--- src/rtl/cmos_capture_16b.sv ---
// cmos_capture_16b: packs an 8-bit camera byte stream into framed 16-bit RGB565 pixels
module cmos_capture_16b #(
  parameter int H_PIX      = 640,
  parameter int V_LINE     = 480,
  parameter int SKIP_FRAME = 10
) (
  input  logic        clk,
  input  logic        rst,
  input  logic        cmos_vsync,
  input  logic        cmos_href,
  input  logic [7:0]  cmos_din,
  input  logic        en_capture,
  output logic [15:0] dout,
  output logic        dout_vld,
  output logic        dout_sop,
  output logic        dout_eop,
  output logic        frame_err
);
  localparam int CW = (H_PIX > 1) ? $clog2(H_PIX) : 1;
  localparam int RW = (V_LINE > 1) ? $clog2(V_LINE) : 1;
  localparam int SW = (SKIP_FRAME > 0) ? $clog2(SKIP_FRAME + 1) : 1;
  typedef enum logic [1:0] {IDLE, CAPT, DONE} state_t;
  state_t state, state_nxt;
  logic          vsync_ff, href_ff, phase, line_full;
  logic [SW-1:0] skip_cnt;
  logic [CW-1:0] col;
  logic [RW-1:0] row;
  logic [7:0]    hi;
  logic vs_rise, skip_done, start, emit, last_col, last_row, eop_hit, href_fall;
  assign vs_rise   = cmos_vsync & ~vsync_ff;
  assign skip_done = skip_cnt == SW'(SKIP_FRAME);
  assign start     = vs_rise & skip_done & en_capture;
  assign emit      = (state == CAPT) & ~vs_rise & cmos_href & phase & ~line_full;
  assign last_col  = col == CW'(H_PIX - 1);
  assign last_row  = row == RW'(V_LINE - 1);
  assign eop_hit   = emit & last_col & last_row;
  assign href_fall = href_ff & ~cmos_href;
  // state register
  always_ff @(posedge clk or posedge rst) begin
    if (rst) state <= IDLE;
    else     state <= state_nxt;
  end
  // a vsync edge always re-decides capture; eop parks the block until the next frame
  always_comb begin
    state_nxt = state;
    state_nxt = vs_rise ? (start ? CAPT : IDLE) : (eop_hit ? DONE : state);
  end
  // edge detectors, start-up frame skipping and registered pixel outputs
  always_ff @(posedge clk or posedge rst) begin
    if (rst) begin
      vsync_ff  <= 1'b0;
      href_ff   <= 1'b0;
      skip_cnt  <= '0;
      dout      <= '0;
      dout_vld  <= 1'b0;
      dout_sop  <= 1'b0;
      dout_eop  <= 1'b0;
      frame_err <= 1'b0;
    end else begin
      vsync_ff  <= cmos_vsync;
      href_ff   <= cmos_href;
      if (vs_rise && !skip_done) skip_cnt <= skip_cnt + 1'b1;
      if (emit) dout <= {hi, cmos_din};
      dout_vld  <= emit;
      dout_sop  <= emit & (col == '0) & (row == '0);
      dout_eop  <= eop_hit;
      frame_err <= (state == CAPT) & vs_rise;
    end
  end
  // byte pairing and col/row tracking; line_full marks a line that already delivered H_PIX pixels
  always_ff @(posedge clk or posedge rst) begin
    if (rst) begin
      phase     <= 1'b0;
      line_full <= 1'b0;
      hi        <= '0;
      col       <= '0;
      row       <= '0;
    end else if (vs_rise || state != CAPT) begin
      phase     <= 1'b0;
      line_full <= 1'b0;
      col       <= '0;
      row       <= '0;
    end else if (!cmos_href) begin
      phase <= 1'b0;
      if (href_fall && (col != '0 || line_full)) begin
        col       <= '0;
        line_full <= 1'b0;
        row       <= row + 1'b1;
      end
    end else if (!phase) begin
      hi    <= cmos_din;
      phase <= 1'b1;
    end else begin
      phase <= 1'b0;
      if (!line_full) begin
        if (last_col) line_full <= 1'b1;
        else          col <= col + 1'b1;
      end
    end
  end
endmodule

--- config.mk ---
export PLATFORM = sky130hd
export DESIGN_NAME = cmos_capture_16b
export DESIGN_NICKNAME = d
export VERILOG_FILES = /design/src/rtl/cmos_capture_16b.sv
export SDC_FILE = /design/constraint.sdc
export NUM_CORES = 1
export LEC_CHECK = 0
export CAP_MARGIN = 20
export CORE_MARGIN = 4
export CORE_UTILIZATION = 45
export CTS_CLUSTER_SIZE = 16
export DETAILED_ROUTE_END_ITERATION = 6
export PLACE_DENSITY = 0.75
export SLEW_MARGIN = 20
export SYNTH_ARGS = -nofsm -noshare
export SYNTH_HDL_FRONTEND = slang
export SYNTH_SLANG_ARGS = --single-unit
--- constraint.sdc ---
create_clock -name clk -period 2.2 [get_ports clk]
set_input_delay 0.22 -clock clk [delete_from_list [all_inputs] [get_ports clk]]
set_output_delay 0.22 -clock clk [all_outputs]
set_load 0.05 [all_outputs]
# Word-level counts from Yosys, hierarchy flattened
# Cells that the tools add are included.
[totals]
register_bits = 57
word_cells = 81
input_bits = 13
output_inout_bits = 20
[op_classes]
add_sub_neg = 3
eq_ne = 9
n_reduce_logical = 15
bitwise_logic = 19
mux = 21
[op_table]
columns = ["cell", "n"]
rows = [
  ["10-bit 2-to-1 mux", 6],
  ["9-bit 2-to-1 mux", 3],
  ["1-bit bitwise AND", 13],
  ["10-bit by 1-bit adder with 10-bit output, second input constant", 1],
  ["10-bit equality test, second input constant", 1],
  ["10-bit zero test", 1],
  ["1-bit 2-to-1 mux", 10],
  ["10-bit nonzero test", 1],
  ["9-bit by 1-bit adder with 9-bit output, second input constant", 1],
  ["9-bit equality test, second input constant", 1],
  ["9-bit zero test", 1],
  ["3-bit by 2-bit inequality test with 1-bit output, second input constant", 2],
  ["1-bit inverter", 6],
  ["4-bit by 1-bit adder with 4-bit output, second input constant", 1],
  ["4-bit equality test, second input constant", 1],
  ["2-bit 2-to-1 mux", 2],
  ["2-bit by 1-bit inequality test with 1-bit output, second input constant", 2],
  ["2-bit AND reduction", 2],
  ["4-bit AND reduction", 1],
  ["2-bit nonzero test", 2],
  ["3-bit by 1-bit inequality test with 1-bit output, second input constant", 1],
  ["3-bit AND reduction", 1],
  ["3-bit nonzero test", 1],
  ["2-bit by 1-bit equality test with 1-bit output, second input constant", 1],
  ["other kinds (3)", 5],
]

# Longest topological paths before layout
[logic_depth]
word_depth = 11
mapped_depth = 7
mapped_depth_nobuf = 6

# Least setup slack after synthesis
# Ideal clock, no wire load.
[synth_path]
kind = "reg-to-reg"
start = "reg state[1]"
end = "reg dout[0]"
n_path_buf = 2
t_arrival_ps = 1722
setup_slack_ps = 353
required_ps = 2075
period_less_slack_ps = 1847
setup_ps = 125
path_stages_with_launch = 6
path_cell_list = "dfrtp_1 > nand2b_1 > buf_2 > nor4_4 > buf_2 > mux2_2"
[synth_between]
elab_chain_len = 5
[synth_rtl]
columns = ["item", "line", "source"]
rows = [
  ["start: declaration", "23", "state_t state, state_nxt;"],
  ["start signal: assignment", "41", "else state <= state_nxt;"],
  ["2-bit by 1-bit equality test with 1-bit output", "33", "assign emit = (state == CAPT) & ~vs_rise & cmos_href & phase & ~line_full;"],
  ["1-bit bitwise AND (4 in a row)", "33", ""],
  ["via emit", "29", "logic vs_rise, skip_done, start, emit, last_col, last_row, eop_hit, href_fall;"],
  ["end signal: assignment", "63", "if (emit) dout <= {hi, cmos_din};"],
  ["end: declaration", "13", "output logic [15:0] dout,"],
]
# The timed path passes the listed nets, and every way through them passes these cells.
# A chain may end at the register's enable or synchronous reset.

# Worst setup path after layout
[layout_path]
start = "reg col[0]"
end = "reg row[8]"
[layout_between]
elab_chain_len = 5
[layout_rtl]
columns = ["item", "line", "source"]
rows = [
  ["start: declaration", "26", "logic [CW-1:0] col;"],
  ["start signal: assignment", "97", "else col <= col + 1'b1;"],
  ["10-bit nonzero test", "85", "if (href_fall && (col != '0 || line_full)) begin"],
  ["1-bit logical OR", "85", ""],
  ["1-bit logical AND", "85", ""],
  ["2-bit nonzero test (no source line)", "n/a", ""],
  ["2-bit AND reduction (no source line)", "n/a", ""],
  ["end signal: assignment", "88", "row <= row + 1'b1;"],
  ["end: declaration", "27", "logic [RW-1:0] row;"],
]
# No other way between the ends.

==> impl_metrics.tcl <==
set metrics [dict create \
    status "completed" \
    setup_violations 0 \
    routedWlPerCell_um 15.5 \
    dieArea_um2 7220 \
    grt_max_degree 27 \
    synth-seq-cells 57 \
    cp_max_fo 22 \
    drt_iter0_drc 129 \
    syn_nets 252 \
    ys.warnings.count 0 \
    grt_pass1_wl_mm 9.47 \
    min_period_ns 2.07 \
    p_sw_uw 635 \
    min_path_type "primary input to async pin" \
    cts_resized 0 \
    place.gp.congestion 0.842 \
    vias 2008 \
    cp.required_ns 2.46 \
    hpwl_mm 4.00 \
    via_per_inst 5.61 \
    p_clk_share_pct 42.5 \
    synth_flop_cell "dfrtp_1" \
    finalHoldViolations 0 \
    fin_skew_ns 0.00909 \
    synth_area_per_cell_um2 11.4 \
    r2r_slack_ns 0.13 \
    cts_setup_buffers 0 \
    leakage_uw 0.00150 \
    internal_power_uw 1990 \
    postCtsHoldBufs 0 \
    final_layout_size_suffix_gt1_share_pct 21.3 \
    multi_input_area_um2 1150 \
    netlist_area_um2 2670 \
    p_per_area_nw_per_um2 777 \
    end_kind "register" \
    post-route-period-util_pct 93.9 \
    tns_ns 0 \
    clockBufferDepth 2 \
    synth_async_sr_flop_share_pct 100 \
    slew_headroom_pct 62.5 \
    htree_levels 3 \
    critPathLaunch "col[0]$_DFFE_PP0P_" \
    wl_mm 5.55 \
    cts_buffers 9 \
    layout_setup_ws_ns 0.133 \
    worst_pin_slew_ns 0.558 \
    sw_frac_of_total_pct 24.2 \
    final_max_slew_viol_count 0 \
    remaining_drc_errors 0 \
    drtPass1Iterations 4 \
    regToRegStartpoint "col[0]$_DFFE_PP0P_" \
    start_util_pct 47.5 \
    die_h_um 85.0 \
    io_buffers 32 \
    crit_arrival_ns 2.33 \
    startpoint_type "register" \
    pwr-share-seq_pct 46.2 \
    dp_slack_ns 0.00985 \
    core_area_um2 5610 \
    root_buffer "clkbuf_8" \
    synthDistinctLibCells 45 \
    yosysSeqAreaShare_pct 53.5 \
    max_freq_ghz 0.484 \
    grt.overflow.total 0 \
    cap_violations 0 \
    grt_use_total_pct 16.8 \
    regArea_um2 1430 \
    p_comb_share_pct 11.4 \
    fin_nets 300 \
    clk_latency_ns 0.34 \
    dieWidth_um 85.0 \
    cts_tree "done" \
    nFillCells 460 \
    boundaryPins 33 \
    synth_edf_count 0 \
    syn_inst 233 \
    rsz0062_at_grt "no" \
    rows 27 \
    worstSetupPathType "register to register" \
    path_clk_slew_ns 0.07 \
    antenna_left 0 \
    vdd_drop_max_uv 627 \
    antenna_cells 0 \
    cts.sinks 57 \
    area_growth_pct 26.6 \
    antenna_found_initial 0 \
    ff2ff_path_depth 7 \
    grt_pass1_vias 1955 \
]
-- worst max-delay path, stage by stage (launching register included) --
cell and delay [ns]:
dfrtp_1 0.37, inv_1 0.07, ha_1 0.20, nor4b_1 0.15, a311o_1 0.37, buf_12 0.17, or4_1 0.50, a21oi_1 0.15
-- through the flow --
step / hold slack, ns / util [%] / power, uW / std cells / instance area [um2]
after detailed placement: 0.458 / 56.1 / 1530 / 342 / 3140
after global routing: 0.270 / 60.2 / 2750 / 358 / 3370
after floorplan: 0.251 / - / 1420 / 233 / 2670
after CTS: 0.241 / 60.2 / 2640 / 358 / 3370
final: 0.238 / 60.2 / 2620 / 358 / 3370
after global placement: 0.457 / 56.1 / 1510 / 342 / 3140
-- worst paths after layout --
kind,end
worst max-delay path,row[8]$_DFFE_PP0P_
worst min-delay path,dout[14]$_DFFE_PP0P_
worst max register to register,row[8]$_DFFE_PP0P_
worst min register to register,skip_cnt[3]$_DFFE_PP0P_
max in group asynchronous,col[9]$_DFFE_PP0P_
min in group clk,vsync_ff$_DFF_PP0_
-- cells in the final DEF, fill, tap and decap left out, drive strengths merged, types with 6 or more instances in the layout --
cell / instances
a21oi: 9
nor3: 7
buf: 12
mux2: 25
nand3: 15
clkbuf: 11
clkdlybuf4s50: 32
dfrtp: 57
inv: 15
nand2: 10
nor2: 10
ha: 6
-- cell type report --
type	count	share of cell area (%)
inverters	15	1.67
multi-input cells	154	34.1
repair buffers	44	12.5
well taps	72	2.67
clock buffers	11	4.49
clock inverters	5	2.30
flip-flops and latches	57	42.3
-- power groups by stage --
stage / sequential (uW) / clock (uW) / combinational [uW]
2_1_floorplan: 1230 / 0 / 192
3_3_place_gp: 1220 / 0 / 287
3_5_place_dp: 1230 / 0 / 304
4_1_cts: 1210 / 1130 / 303
5_1_grt: 1220 / 1190 / 340
6_report: 1210 / 1110 / 298
-- cell usage after synthesis, types with 2 or more instances --
| library cell | n | area [um2] |
|---|---|---|
| a22o_1 | 3 | 26.3 |
| o211ai_1 | 2 | 15.0 |
| nor4_1 | 2 | 12.5 |
| nor2_1 | 9 | 33.8 |
| nor3_1 | 6 | 30.0 |
| and2_1 | 2 | 12.5 |
| buf_2 | 6 | 30.0 |
| dfrtp_1 | 57 | 1430 |
| xnor2_1 | 3 | 26.3 |
| o21ai_0 | 5 | 25.0 |
| and4b_1 | 2 | 20.0 |
| nor4b_1 | 3 | 26.3 |
| mux2_2 | 25 | 282 |
| or3_1 | 5 | 31.3 |
| a21o_1 | 3 | 22.5 |
| nand2_1 | 10 | 37.5 |
| a21oi_1 | 9 | 45.0 |
| nand4_1 | 4 | 25.0 |
| nand2b_1 | 2 | 12.5 |
| or4_1 | 5 | 37.5 |
| and3_1 | 4 | 25.0 |
| ha_1 | 6 | 75.1 |
| nand3_1 | 15 | 75.1 |
| inv_1 | 15 | 56.3 |
| a311o_1 | 2 | 20.0 |
| o31ai_1 | 4 | 30.0 |
| a31oi_1 | 4 | 25.0 |
| nor2b_1 | 2 | 12.5 |
| a22oi_1 | 2 | 15.0 |
-- registers in the layout (all words and copies together) (netlist names) --
register   count
dout          16
col           10
row            9
hi             8
skip_cnt       4
state          2
dout_eop       1
dout_sop       1
dout_vld       1
frame_err      1
href_ff        1
line_full      1
phase          1
vsync_ff       1
-- kinds of logic (layout without fill, tap and decap cells) --
group / after synthesis / count (layout) / share of synthesized area (%)
and+or+nand+nor: 77 / 77 / 17.1
DFF: 57 / 57 / 53.5
AOI/OAI and AO/OA: 42 / 42 / 11.2
muxes: 26 / 26 / 10.9
buffers and inverters: 22 / 75 / 3.38
adders and majority gates: 6 / 6 / 2.82
xor gates and xnor gates: 3 / 3 / 0.986
-- per-layer routing --
layer | vias to the layer above | routed length, um | GRT usage [%]
met5 | - | 0 | 0
met4 | 0 | 49 | 6.47
met3 | 5 | 336 | 6.60
met2 | 53 | 2640 | 25.6
met1 | 982 | 2530 | 21.6
li1 | 968 | - | -
No activity file was read; power rests on OpenSTA's default activity.
